==> config.mk <==
export PLATFORM = sky130hd
export DESIGN_NAME = piso_tx_ctrl_flat
export DESIGN_NICKNAME = d
export VERILOG_FILES = /design/src/rtl/piso_tx_ctrl_if.sv /design/src/rtl/piso_tx_ctrl.sv /design/src/flat_wrapper.sv
export SDC_FILE = /design/constraint.sdc
export NUM_CORES = 1
export LEC_CHECK = 0
export BUFFER_PORTS_ARGS = -buffer_cell sky130_fd_sc_hd__clkbuf_2
export CORE_UTILIZATION = 25
export DETAILED_ROUTE_END_ITERATION = 7
export PLACE_DENSITY = 0.54
export SLEW_MARGIN = 10
export SYNTH_ARGS = -nofsm -noshare
export SYNTH_HDL_FRONTEND = slang
export SYNTH_SLANG_ARGS = --single-unit
==> constraint.sdc <==
create_clock -name clk -period 1.7 [get_ports clk]
set_input_delay 0.34 -clock clk [delete_from_list [all_inputs] [get_ports clk]]
set_output_delay 0.34 -clock clk [all_outputs]
set_load 0.02 [all_outputs]
==> src/rtl/piso_tx_ctrl_if.sv <==
// Word handshake between a producer and the PISO frame sequencer.
// The producer drives the master side; the sequencer takes the slave side.
interface piso_tx_ctrl_if #(
    parameter int WIDTH = 4
);
    logic             in_valid;
    logic [WIDTH-1:0] in_data;
    logic             in_ready;

    modport master (
        output in_valid,
        output in_data,
        input  in_ready
    );

    modport slave (
        input  in_valid,
        input  in_data,
        output in_ready
    );
endinterface

==> src/rtl/piso_tx_ctrl.sv <==
// Frame sequencer for an external PISO: start bit, data MSB-first, stop bit(s).
// Define PISO_TX_PARITY_EN to insert an even-parity bit between data and stop.
module piso_tx_ctrl #(
    parameter int WIDTH     = 4,
    parameter int STOP_BITS = 1
) (
    input  logic             clk,
    input  logic             rst,
    piso_tx_ctrl_if.slave    in_if,
    output logic             piso_load,
    output logic [WIDTH-1:0] piso_data,
    input  logic             piso_sout,
    output logic             tx_line,
    output logic             busy,
    output logic             frame_done
);
    localparam int CNT_W = $clog2(WIDTH) + 1;

`ifdef PISO_TX_PARITY_EN
    typedef enum logic [2:0] {
        IDLE   = 3'd0,
        LOAD   = 3'd1,
        SHIFT  = 3'd2,
        PARITY = 3'd3,
        STOP   = 3'd4
    } state_t;
`else
    typedef enum logic [2:0] {
        IDLE   = 3'd0,
        LOAD   = 3'd1,
        SHIFT  = 3'd2,
        STOP   = 3'd4
    } state_t;
`endif

    state_t             state_q;
    logic [WIDTH-1:0]   data_q;
    logic [CNT_W-1:0]   bit_cnt_q;
    logic [2:0]         stop_cnt_q;
    logic               in_ready_q;
    logic               piso_load_q;
    logic               busy_q;
    logic               frame_done_q;
    logic               line_q;

    always_ff @(posedge clk) begin
        if (!rst) begin
            state_q      <= IDLE;
            data_q       <= '0;
            bit_cnt_q    <= '0;
            stop_cnt_q   <= '0;
            in_ready_q   <= 1'b1;
            piso_load_q  <= 1'b0;
            busy_q       <= 1'b0;
            frame_done_q <= 1'b0;
            line_q       <= 1'b1;
        end else begin
            unique case (state_q)
                IDLE: begin
                    if (in_if.in_valid) begin
                        data_q      <= in_if.in_data;
                        state_q     <= LOAD;
                        in_ready_q  <= 1'b0;
                        piso_load_q <= 1'b1;
                        busy_q      <= 1'b1;
                        line_q      <= 1'b0;
                    end
                end
                LOAD: begin
                    state_q     <= SHIFT;
                    piso_load_q <= 1'b0;
                    bit_cnt_q   <= '0;
                    line_q      <= 1'b1;
                end
                SHIFT: begin
                    bit_cnt_q <= bit_cnt_q + 1'b1;
                    if (bit_cnt_q == CNT_W'(WIDTH - 1)) begin
`ifdef PISO_TX_PARITY_EN
                        state_q <= PARITY;
                        line_q  <= ^data_q;
`else
                        state_q      <= STOP;
                        line_q       <= 1'b1;
                        stop_cnt_q   <= '0;
                        frame_done_q <= (STOP_BITS == 1);
`endif
                    end
                end
`ifdef PISO_TX_PARITY_EN
                PARITY: begin
                    state_q      <= STOP;
                    line_q       <= 1'b1;
                    stop_cnt_q   <= '0;
                    frame_done_q <= (STOP_BITS == 1);
                end
`endif
                STOP: begin
                    if (stop_cnt_q == 3'(STOP_BITS - 1)) begin
                        state_q      <= IDLE;
                        in_ready_q   <= 1'b1;
                        busy_q       <= 1'b0;
                        frame_done_q <= 1'b0;
                    end else begin
                        // Raise the pulse one cycle early so it lands on the last stop cycle.
                        stop_cnt_q   <= stop_cnt_q + 1'b1;
                        frame_done_q <= (stop_cnt_q == 3'(STOP_BITS - 2));
                    end
                end
                default: begin
                    state_q      <= IDLE;
                    in_ready_q   <= 1'b1;
                    piso_load_q  <= 1'b0;
                    busy_q       <= 1'b0;
                    frame_done_q <= 1'b0;
                    line_q       <= 1'b1;
                end
            endcase
        end
    end

    // Data bits bypass the line register so the PISO output reaches the pin in the same cycle.
    assign tx_line        = (state_q == SHIFT) ? piso_sout : line_q;
    assign in_if.in_ready = in_ready_q;
    assign piso_load      = piso_load_q;
    assign piso_data      = data_q;
    assign busy           = busy_q;
    assign frame_done     = frame_done_q;
endmodule
==> src/flat_wrapper.sv <==
// flat-port wrapper written by rule: the top's interface ports become plain ports
module piso_tx_ctrl_flat 
#(
    parameter int WIDTH     = 4,
    parameter int STOP_BITS = 1
)
  (clk, rst, piso_load, piso_data, piso_sout, tx_line, busy, frame_done, in_if_in_valid, in_if_in_data, in_if_in_ready);
  piso_tx_ctrl_if #(.WIDTH(WIDTH)) in_if_i ();
  input  logic clk;
  input  logic rst;
  output logic piso_load;
  output logic [WIDTH-1:0] piso_data;
  input  logic piso_sout;
  output logic tx_line;
  output logic busy;
  output logic frame_done;
  input wire logic [$bits(in_if_i.in_valid)-1:0] in_if_in_valid;
  input wire logic [$bits(in_if_i.in_data)-1:0] in_if_in_data;
  output wire logic [$bits(in_if_i.in_ready)-1:0] in_if_in_ready;
  assign in_if_i.in_valid = in_if_in_valid;
  assign in_if_i.in_data = in_if_in_data;
  assign in_if_in_ready = in_if_i.in_ready;
  piso_tx_ctrl #(.WIDTH(WIDTH), .STOP_BITS(STOP_BITS)) u_core (.clk(clk), .rst(rst), .in_if(in_if_i), .piso_load(piso_load), .piso_data(piso_data), .piso_sout(piso_sout), .tx_line(tx_line), .busy(busy), .frame_done(frame_done));
endmodule
After elaboration in Yosys (flattened, before gate mapping)
Index checks and enable logic that the tools add are counted.
W data, S select, Z words.
{"block": "word_totals", "regBits": 18, "latch_bits": 0, "ram_bits": 0, "mem_bits_ro": 0, "inputBits": 8, "output_inout_bits": 9, "elab_cells": 58, "memories": 0}
{"block": "classes", "add_sub_neg": 2, "mul": 0, "div": 0, "order_cmp": 0, "eq_ne": 9, "n_shift": 0, "mux": 20, "bitwise": 4, "reduce_logical": 14}
{"op": "$mux W3", "count": 5}
{"op": "$pmux W1 S3", "count": 4}
{"op": "$pmux W3 S2", "count": 2}
{"op": "$pmux W3 S4", "count": 1}
{"op": "$reduce_and A3 Y1", "count": 4}
{"op": "$mux W1", "count": 7}
{"op": "$add A3 B1 Y3 const B", "count": 2}
{"op": "$eq A3 B2 Y1 const B", "count": 2}
{"op": "$eq A3 B3 Y1 const B", "count": 2}
{"op": "$logic_not A3 Y1", "count": 2}
{"op": "$reduce_and A2 Y1", "count": 3}
{"op": "$reduce_or A2 Y1", "count": 3}
{"op": "$ne A2 B1 Y1 const B", "count": 2}
{"op": "$ne A2 B2 Y1 const B", "count": 2}
{"op": "$not A1 Y1", "count": 4}
{"op": "$reduce_bool A2 Y1", "count": 2}
{"op": "$eq A3 B1 Y1 const B", "count": 1}
{"op": "$pmux W1 S2", "count": 1}

Logic depth before layout (Yosys ltp)
{"block": "logic_depth", "ltp_word": 4, "ltp_mapped": 6, "mapped_depth_nobuf": 6}

Worst setup path before layout
OpenSTA, ideal clock, no wires.
{"block": "synth_path", "path_type": "reg-to-output", "start": "register u_core.state_q[0]", "end": "output tx_line", "t_arrival_ns": 1.193, "required_time_ns": 1.360, "path_slack_ns": 0.167, "stages_incl_launch_ff": 4, "path_buffers": 0, "path_cell_list": "dfxtp_1 or2_1 or2_1 mux2_1"}
{"block": "synth_between", "elab_chain_len": 2}
{"element": "from (decl)", "line": "piso_tx_ctrl.sv:36", "rtl": "state_t state_q;"}
{"element": "from (signal assigned)", "line": "piso_tx_ctrl.sv:48", "rtl": "state_q <= IDLE;"}
{"element": "from (signal assigned)", "line": "piso_tx_ctrl.sv:62", "rtl": "state_q <= LOAD;"}
{"element": "from (signal assigned)", "line": "piso_tx_ctrl.sv:70", "rtl": "state_q <= SHIFT;"}
{"element": "$eq A3 B2 Y1", "line": "piso_tx_ctrl.sv:122", "rtl": "assign tx_line = (state_q == SHIFT) ? piso_sout : line_q;"}
{"element": "$mux W1", "line": "piso_tx_ctrl.sv:122"}
{"element": "to (decl)", "line": "flat_wrapper.sv:14", "rtl": "output logic tx_line;"}
No other way between the ends.

Worst setup path after layout
Ends and elaborated chain as after synthesis.

==> metrics.txt <==
Worst EP arrival=~1.5 ns; vias in the first global route=around 730; Net Sw Power=302 µW; Post-Route Skew=0.00428 ns; Final setup viols=1; mux contribution to synthesized area=between 5 and 6%; synth warn=0; DR pass1 iterations=5; max-cap violation count=0; worst-path cell chain=or2_1 > or2_1 > mux2_4 > buf_8; die area=around 4000 µm²; placed cell count=between 150 and 200; Place WS=0.136 ns; total CTS buffers=3; Root Driver=clkbuf_8; Synth Instances=roughly 100; Synth Area in Compound Gates=between 10% and 20%; most frequent cell after synthesis=dfxtp_1; sw frac=28.9%; DR iter-0 viols=43; Hold Path Sink=u_core.piso_data[3]$_SDFFE_PN0P_; reg2reg setup slack=0.19 ns; Hold Path Depth=3; GRT Residual Overflow=0; Initial Util=a little over a quarter; predominant post-synthesis flop cell=dfxtp_1; FF-to-FF path depth=6; Slew headroom=81.3%; Crit. End Element=primary output; H-Tree Depth=1; Hold/Removal Path Class=input port to register; combinational share of power=26.2%; Worst VDD drop=between 0.2 and 0.25 mV; routed wire length=1.82 mm; Reg clk slew, reported paths=~0.060 ns; CTS Buffer Depth=2; final-layout fill cell count=~370; WL/cell=around 11 µm; outcome=finished with violations; failing checks=negative setup slack; slew of the pin with the lowest slew margin=0.281 ns; RSZ-0062 raised after global routing=true; initial antenna violation count=0; synthesized area per cell=9.00 µm²; total negative setup slack=-0.115 ns; I/O Buffers=16; Core Region=between 3000 and 4000 µm²; most frequent cells after synthesis=dfxtp_1 (18), a21oi_1 (8), nor2b_1 (7); row cnt=21; CTS tree=done; total number of vias=a little under 800; Area Growth Syn to Fin=22.1%; largest family of logic cells by synthesized area=simple AND/OR/NAND/NOR gates; first-pass GRT wire length=3.08 mm; Slew Viols, Final=0; nets=139; io pins=17; Synth top area share=38.5%; critical path type=register to primary output; DRC=0; Req. time, crit path=1.36 ns; Final Cycle Share=107%; Seq/Total Area, Yosys=slightly below 40%; CP max stage delay=0.31 ns; chip width=roughly 63 µm; Post-Synth Adder-Cell Area=6.68%; Vias per Instance=between 4 and 5; Critical Path Most Common Cell=or2_1; PwrDens=a little over 900 nW/µm²; Skew-Pair Late Insertion Delay=0.25 ns; Worst path slowest cell=dfxtp_1; dpl hpwl=1.34 mm; Synth area leader=dfxtp_1; Fin Hold WS=0.360 ns; Synth Cell Area=around 940 µm²; Hold Path Origin=in_if_in_data[3]; largest net degree at the start of global routing=17; layout cells sized above 1=about a quarter; post-synth cell types=40; Final Hold Viols=0; dominant cells by area after synthesis=dfxtp_1 (39%), ha_1 (6.7%), nor2b_1 (4.7%); ys async rst share=0%; Post-DRT Antenna Nets=0; Finished Layout Cells=170; # diodes=0; startpoint type of the worst setup path=register; XOR/XNOR Fraction of Synth Area=0%; fmax=approximately 0.55 GHz; R2R Path End=u_core.stop_cnt_q[2]$_SDFFE_PN0P_; worst reg2reg startpoint=u_core.bit_cnt_q[0]$_SDFFE_PN0P_; CP max FO=2; Post-synth EDFFs=0; GRT Resource Usage Total=a little under 10%; internal cell power=744 µW; final worst slack=-0.115 ns; RePlAce Congestion=around 0.76; die height=between 60 and 70 µm; Leak=about 0.50 nW; Sink Count=18; clock network fraction of total power=~28%; Post-Synth Simple-Gate Area=a little under a quarter; min cycle time layout=between 1.5 and 2 ns; Syn Nets=around 120; post-synthesis sequential element count=18; power share of the sequential group=46.2%
==> critical path, delay by kind of cell, from the launching register on <==
kind / cells / cell delay, ns
buffers and inverters: 1 / 0.13
flip-flops: 1 / 0.31
AND/OR/NAND/NOR: 2 / 0.48
multiplexers: 1 / 0.31
==> metrics by stage <==
step                      instance area (µm²)  util, %  total power [mW]
after floorplan                           936        -             0.673
after global placement                   1070     30.9             0.742
after detailed placement                 1070     30.9             0.743
after CTS                                1130     32.7              1.05
after global routing                     1140     32.9              1.11
final                                    1140     32.9              1.05
==> worst max path at each step <==
stage                                   startpoint       to  slack, ns  depth (start not counted)
floorplan           u_core.state_q[0]$_SDFFE_PN0P_  tx_line       0.17                          3
CTS                 u_core.state_q[2]$_SDFFE_PN0P_  tx_line      -0.11                          4
global placement    u_core.state_q[0]$_SDFFE_PN0P_  tx_line       0.15                          4
finish              u_core.state_q[0]$_SDFFE_PN0P_  tx_line      -0.11                          4
detailed placement  u_core.state_q[0]$_SDFFE_PN0P_  tx_line       0.14                          4
global route        u_core.state_q[0]$_SDFFE_PN0P_  tx_line      -0.15                          4
==> registers in the layout, indices dropped and copies added (netlist names) <==
signal                 flops
u_core.piso_data           4
u_core.bit_cnt_q           3
u_core.state_q             3
u_core.stop_cnt_q          3
u_core.busy                1
u_core.frame_done          1
u_core.in_if.in_ready      1
u_core.line_q              1
u_core.piso_load           1
==> power by group through the flow <==
stage / sequential [mW] / combinational (mW) / clock [mW]
finish: 0.483 / 0.274 / 0.289
global route: 0.488 / 0.300 / 0.318
CTS: 0.484 / 0.267 / 0.302
detailed placement: 0.493 / 0.250 / 0
global placement: 0.491 / 0.252 / 0
floorplan: 0.527 / 0.146 / 0
==> cell type report <==
cell class | count | area (µm²) | share of cell area (%)
sequential | 18 | 360 | 31.5
inverter | 6 | 22.5 | 1.97
clock buffer | 3 | 41.3 | 3.61
timing repair buffer | 22 | 135 | 11.8
tap | 46 | 57.6 | 5.04
multi-input combinational | 75 | 526 | 46.0
==> cell families (layout without fill, tap and decap cells) <==
| logic type | after synthesis | after routing |
|---|---|---|
| mux | 5 | 5 |
| fa+ha+maj | 5 | 5 |
| compound gates | 28 | 28 |
| buf+inv | 11 | 31 |
| simple gates | 37 | 37 |
| flops | 18 | 18 |
==> per-layer routing <==
layer	global-route usage, %	wire (µm)	up-vias
met5	0	0	-
met4	5.11	38	0
met3	3.26	55	4
met2	16.9	873	10
met1	10.9	850	365
li1	-	-	402
==> timing repair <==
action / in CTS / in global routing
endpoints found under the hold margin: 0 / 0
setup endpoints to repair: 1 / 1
setup buffers: 1 / 1
resized for setup: 3 / 1
pin swaps: 1 / 2
gates cloned: 0 / 0
hold buffers: 0 / 0
==> cells in the final DEF (no fill, tap or decap), drive strengths merged, types with 2 or more instances in the layout <==
cell type  instances
and2               4
mux2i              4
nor2b              7
inv                6
nand3b             2
clkbuf            18
and3               2
dfxtp             18
o21ai              6
buf                7
a21o               2
ha                 5
or2                2
a21boi             2
a21oi              8
nor3b              3
nand3              2
nor2               7
o21a               2
nand2              3
Note: power is estimated with default switching activity, not from simulation.
